File: src/rtl/coin_acceptor.sv
// Coin sensor front end: synchronises and debounces two coin lines, turns debounced
// rising edges into single-cycle credit/reject pulses, and keeps saturating tallies.
module coin_acceptor #(
    parameter int unsigned DEBOUNCE = 4,
    parameter int unsigned LOCKOUT  = 3,
    parameter int unsigned CNT_W    = 8
) (
    input  logic             clk,
    input  logic             reset,
    input  logic             raw_half,
    input  logic             raw_one,
    input  logic             accept_en,
    output logic             half,
    output logic             one,
    output logic             reject,
    output logic [CNT_W-1:0] half_cnt,
    output logic [CNT_W-1:0] one_cnt,
    output logic [CNT_W-1:0] rej_cnt
);

    localparam int unsigned DB_W   = 8;
    localparam int unsigned LK_W   = 8;
    localparam int unsigned ST_W   = 9;
    // A coin held across reset needs this long to reach the debounced level.
    localparam int unsigned SETTLE = DEBOUNCE + 2;

    typedef enum logic [1:0] {
        IDLE     = 2'd0,
        LOCK     = 2'd1,
        WAIT_REL = 2'd2
    } state_t;

    // Bit 0 is the 50-cent line, bit 1 the 1-dollar line.
    logic [1:0]            sync1_q, sync2_q;
    logic [1:0]            deb_q, deb_d, deb_prev_q;
    logic [1:0][DB_W-1:0]  dbc_q, dbc_d;
    logic [1:0]            ev;

    state_t                state_q, state_d;
    logic [LK_W-1:0]       lock_q, lock_d;
    logic [ST_W-1:0]       settle_q, settle_d;
    logic                  settle_done;

    logic                  half_q, half_d;
    logic                  one_q, one_d;
    logic                  rej_q, rej_d;
    logic                  inc_half, inc_one, inc_rej;
    logic [CNT_W-1:0]      half_cnt_q, half_cnt_d;
    logic [CNT_W-1:0]      one_cnt_q, one_cnt_d;
    logic [CNT_W-1:0]      rej_cnt_q, rej_cnt_d;

    // Synchronisers, debounce state and post-reset settle counter.
    always_ff @(posedge clk or posedge reset) begin
        if (reset) begin
            sync1_q    <= '0;
            sync2_q    <= '0;
            deb_q      <= '0;
            deb_prev_q <= '0;
            dbc_q      <= '0;
            settle_q   <= '0;
        end else begin
            sync1_q    <= {raw_one, raw_half};
            sync2_q    <= sync1_q;
            deb_q      <= deb_d;
            deb_prev_q <= deb_q;
            dbc_q      <= dbc_d;
            settle_q   <= settle_d;
        end
    end

    always_comb begin
        deb_d = deb_q;
        dbc_d = dbc_q;
        for (int i = 0; i < 2; i++) begin
            if (sync2_q[i] == deb_q[i]) begin
                dbc_d[i] = '0;
            end else if (dbc_q[i] == DB_W'(DEBOUNCE - 1)) begin
                deb_d[i] = ~deb_q[i];
                dbc_d[i] = '0;
            end else begin
                dbc_d[i] = dbc_q[i] + DB_W'(1);
            end
        end
    end

    assign ev          = deb_q & ~deb_prev_q;
    assign settle_done = (settle_q == ST_W'(SETTLE));
    assign settle_d    = settle_done ? settle_q : settle_q + ST_W'(1);

    // Control FSM state and registered outputs.
    always_ff @(posedge clk or posedge reset) begin
        if (reset) begin
            state_q    <= WAIT_REL;
            lock_q     <= '0;
            half_q     <= 1'b0;
            one_q      <= 1'b0;
            rej_q      <= 1'b0;
            half_cnt_q <= '0;
            one_cnt_q  <= '0;
            rej_cnt_q  <= '0;
        end else begin
            state_q    <= state_d;
            lock_q     <= lock_d;
            half_q     <= half_d;
            one_q      <= one_d;
            rej_q      <= rej_d;
            half_cnt_q <= half_cnt_d;
            one_cnt_q  <= one_cnt_d;
            rej_cnt_q  <= rej_cnt_d;
        end
    end

    always_comb begin
        state_d  = state_q;
        lock_d   = lock_q;
        half_d   = 1'b0;
        one_d    = 1'b0;
        rej_d    = 1'b0;
        inc_half = 1'b0;
        inc_one  = 1'b0;
        inc_rej  = 1'b0;
        case (state_q)
            IDLE: begin
                if (ev == 2'b11) begin
                    rej_d   = 1'b1;
                    inc_rej = 1'b1;
                    state_d = WAIT_REL;
                end else if (ev[0]) begin
                    if (!accept_en || deb_q[1]) begin
                        rej_d   = 1'b1;
                        inc_rej = 1'b1;
                        state_d = WAIT_REL;
                    end else begin
                        half_d   = 1'b1;
                        inc_half = 1'b1;
                        lock_d   = '0;
                        state_d  = LOCK;
                    end
                end else if (ev[1]) begin
                    if (!accept_en || deb_q[0]) begin
                        rej_d   = 1'b1;
                        inc_rej = 1'b1;
                        state_d = WAIT_REL;
                    end else begin
                        one_d   = 1'b1;
                        inc_one = 1'b1;
                        lock_d  = '0;
                        state_d = LOCK;
                    end
                end
            end
            LOCK: begin
                if (|ev) begin
                    rej_d   = 1'b1;
                    inc_rej = 1'b1;
                end else if (lock_q == LK_W'(LOCKOUT - 1)) begin
                    state_d = WAIT_REL;
                end else begin
                    lock_d = lock_q + LK_W'(1);
                end
            end
            WAIT_REL: begin
                if (|ev) begin
                    rej_d   = 1'b1;
                    inc_rej = 1'b1;
                end
                if (settle_done && deb_q == 2'b00) begin
                    state_d = IDLE;
                end
            end
            default: state_d = WAIT_REL;
        endcase
    end

    // Saturating tallies.
    always_comb begin
        half_cnt_d = half_cnt_q;
        one_cnt_d  = one_cnt_q;
        rej_cnt_d  = rej_cnt_q;
        if (inc_half && half_cnt_q != '1) half_cnt_d = half_cnt_q + CNT_W'(1);
        if (inc_one && one_cnt_q != '1)   one_cnt_d  = one_cnt_q + CNT_W'(1);
        if (inc_rej && rej_cnt_q != '1)   rej_cnt_d  = rej_cnt_q + CNT_W'(1);
    end

    assign half     = half_q;
    assign one      = one_q;
    assign reject   = rej_q;
    assign half_cnt = half_cnt_q;
    assign one_cnt  = one_cnt_q;
    assign rej_cnt  = rej_cnt_q;

endmodule
File: config.mk
export PLATFORM = sky130hd
export DESIGN_NAME = coin_acceptor
export DESIGN_NICKNAME = d
export VERILOG_FILES = /design/src/rtl/coin_acceptor.sv
export SDC_FILE = /design/constraint.sdc
export NUM_CORES = 1
export LEC_CHECK = 0
export BUFFER_PORTS_ARGS = -buffer_cell sky130_fd_sc_hd__buf_4
export CORE_MARGIN = 2
export CORE_UTILIZATION = 60
export DETAILED_ROUTE_END_ITERATION = 10
export PLACE_DENSITY = 0.81
export SYNTH_ARGS = -nofsm -noshare
export SYNTH_HDL_FRONTEND = slang
export SYNTH_SLANG_ARGS = --single-unit
export TNS_END_PERCENT = 5
File: constraint.sdc
create_clock -name clk -period 3.4 [get_ports clk]
set_input_delay 0.68 -clock clk [delete_from_list [all_inputs] [get_ports clk]]
set_output_delay 0.68 -clock clk [all_outputs]
set_load 0.005 [all_outputs]
==> out/results.ini <==
[final_layout]
antennaDiodeCount = 0
final_common_cell = sky130_fd_sc_hd__dfrtp_1
filler_free_cell_count_of_the_finished_design = 418
drive_above_1_share_pct = 16.67
final_cell_mix = sky130_fd_sc_hd__dfrtp_1, sky130_fd_sc_hd__buf_4, sky130_fd_sc_hd__nor2_1
fin_nets = 362
design_area_sq_mm = 0.003765
final_core_utilization_pct = 72.33
area.growth.synth_to_final_pct = 14.72

[floorplanning]
placementRows = 26
die_width_um = 77.96
floorplan.initialDensity_pct = 63.05
fp.dieArea_sq_mm = 0.006078
core_region_sq_mm = 0.005205
floorplan.io_pins = 32
die_height_um = 77.96

[placement]
detailed_place_hpwl_mm = 3.787
buffers_added_on_ports = 31
dpl-instance-area_sq_mm = 0.003575
place.gp.congestion = 0.8374
dp_slack_ns = 1.114
numPlacedInstances = 403

[routing]
post_drt_wl_per_cell_um = 13.27
post_drt_via_cell_ratio = 5.498
drt_iter0_drc = 144
drt_pass1_iterations = 4
wirelength_mm = 5.547
antenna_violating_nets_post_route = 0
drt_drc_violations_left = 0
dr_total_vias = 2298

[timing]
crit_path_setup_slack_layout_ns = 1.101
worst_clock_skew_ns = 0.008084
report.final.hold_viol_count = 0
fmaxAchievable_mhz = 435.0
final.setup.tns_ns = 0
final.period_utilization_pct = 67.61
timing.max_slew.rel_slack_pct = 39.07
whs_ns = 0.3529
unrepaired_setup_endpoints_after_global_routing = no
finalCriticalPeriod_ns = 2.299
timing_max_transition_violations_final = 0
worst_pin_slew_ns = 0.9098
setup_viol = 0

[power_and_ir_drop]
swShare_pct = 33.71
p_clk_share_pct = 25.0
combinationalPowerShare_pct = 28.7
peakVddDrop_mv = 0.4315
p_per_area_mw_per_mm2 = 682.8
seq_power_share_pct = 46.4
switchingPower_uw = 866.5
totalPowerFinal_mw = 2.571
p_leak_nw = 1.740
p_int_mw = 1.704

[global_routing]
grt_use_total_pct = 21.02
pin_count_of_the_biggest_net_entering_global_routing = 71
grt_antenna_before_repair = 0
overflow = 0
grt_pass1_wl_mm = 10.02
grt_pass1_vias = 2270

[yosys]
yosys.cell_types.count = 35
largest_family_of_logic_cells_by_synthesized_area = simple AND/OR/NAND/NOR gates
synth_top_area_share_pct = 52.61
synthesis.yosys.warnings = 0
yosys.area_share.simple_pct = 20.63
post_synth_main_area_contributors = sky130_fd_sc_hd__dfrtp_1, sky130_fd_sc_hd__xor2_1, sky130_fd_sc_hd__xnor2_1
synth.yosys.seq_area_share_pct = 53.41
synth_mux_area_share_pct = 2.707
synth_compound_gate_area_share_pct = 4.766
synth_adder_area_share_pct = 4.956
synth.net_count = 324
syn_inst = 306
number_of_register_bits_inferred_by_synthesis = 70
post_synth_instance_area_sq_mm = 0.003282
synth-xor-area-share_pct = 11.21
postSynthAreaPerCell_sq_um = 10.73
synth.largest_area_cell = sky130_fd_sc_hd__dfrtp_1

[cts]
clk_pin_slew_worst_paths_ns = 0.07
cts_hold_repair.buffers = 0
clockBufferDepth = 2
clock_tree_from_tritoncts = yes
root_buffer = sky130_fd_sc_hd__clkbuf_8
ctsHtreeMaxLevel = 3
post_cts.repair.setup_buffers = 0
cts.sinks = 70
clock_latency_ns = 0.34
number_of_buffers_inserted_during_clock_tree_synthesis = 9
cts_resized = 0

[worst_setup_path]
critical_path.slowest_cell = sky130_fd_sc_hd__or4_1
cp_data_arrival_time_ns = 2.56
critical_path_required_ns = 3.66
cp_cell_sequence = inv_1 -> ha_1 -> inv_1 -> o221a_2 -> or4_1 -> nor3_1 -> xor2_1
timing.critical_path.fanout_max = 8
timing.setup.critical_path_class = register to register
setup.worst_path.end_class = register
crit_buf_inv = 2
timing.critical_path.from_type = register
largest_stage_delay_worst_path_ns = 0.63
critical_path.most_common_cell = sky130_fd_sc_hd__inv_1
critPathTopFamily = simple AND/OR/NAND/NOR gates

[worst_hold_path]
hp-class = register to register

[run]
timing.max_cap.violations = 0

[status]
run_status = completed

## registers in the layout, indices dropped and copies added (netlist names), 2 cells and up
| name | cells |
|---|---|
| settle_q | 9 |
| rej_cnt | 8 |
| sync1_q | 2 |
| deb_prev_q | 2 |
| one_cnt | 8 |
| half_cnt | 8 |
| dbc_q | 16 |
| state_q | 2 |
| lock_q | 8 |
| sync2_q | 2 |
| deb_q | 2 |
## power groups by stage
stage / Clock, mW / Sequential [mW] / Combinational [mW]
after floorplan: 0 / 1.15 / 0.555
after global placement: 0 / 1.20 / 0.719
after detailed placement: 0 / 1.20 / 0.742
after CTS: 0.663 / 1.19 / 0.748
after global routing: 0.706 / 1.22 / 0.831
final: 0.642 / 1.19 / 0.737
## worst paths after layout
kind / start / to / slack, ns / cells past startpoint
max: state_q[0] / rej_cnt[5] / 1.10 / 7
min: sync1_q[1] / sync2_q[1] / 0.35 / 0
max reg2reg: state_q[0] / rej_cnt[5] / 1.10 / 7
min reg2reg: sync1_q[1] / sync2_q[1] / 0.35 / 0
max in group asynchronous: reset / dbc_q[2] / 2.26 / 3
min in group asynchronous: reset / rej_cnt[1] / 0.58 / 3
## cell families after synthesis
family          after synthesis
flops                        70
compound gates               26
mux                           8
xor+xnor                     42
fa+ha+maj                    13
buf+inv                      16
simple gates                131
## synth_stat cells (all sizes together)
| cell | number |
|---|---|
| dfstp | 1 |
| o2111ai | 1 |
| nor2b | 1 |
| and2 | 3 |
| nand4 | 9 |
| inv | 11 |
| o21a | 1 |
| nand4bb | 2 |
| clkbuf | 2 |
| or4 | 5 |
| nor2 | 29 |
| o21ai | 8 |
| or3 | 4 |
| or2 | 2 |
| nor3b | 3 |
| xor2 | 23 |
| nand2 | 25 |
| mux2 | 7 |
| o221a | 1 |
| a31oi | 1 |
| mux2i | 1 |
| o211ai | 2 |
| a21oi | 9 |
| buf | 3 |
| o31ai | 3 |
| dfrtp | 69 |
| nor4b | 3 |
| nor4 | 2 |
| nand3 | 25 |
| xnor2 | 19 |
| and3 | 12 |
| nor3 | 6 |
| ha | 13 |
## final cells by class
cell class                 count  area (sq um)
tap                           70         87.58
clock inverter                 3         45.04
multi-input combinational    220          1453
fill                         398          1440
inverter                      11         41.29
timing repair buffer          32         240.2
clock buffer                  12         145.1
sequential                    70          1753
## metal layers
metal / part of all wire, % / global-route usage, % / up-vias / routed length [um]
met3: 4.4 / 8.140 / 7 / 242
met2: 49 / 33.97 / 34 / 2730
met5: 0 / 0 / - / 0
met1: 45 / 25.86 / 1119 / 2499
li1: - / - / 1138 / -
met4: 1.3 / 7.368 / 0 / 74
(Power assumes the default switching activity.)
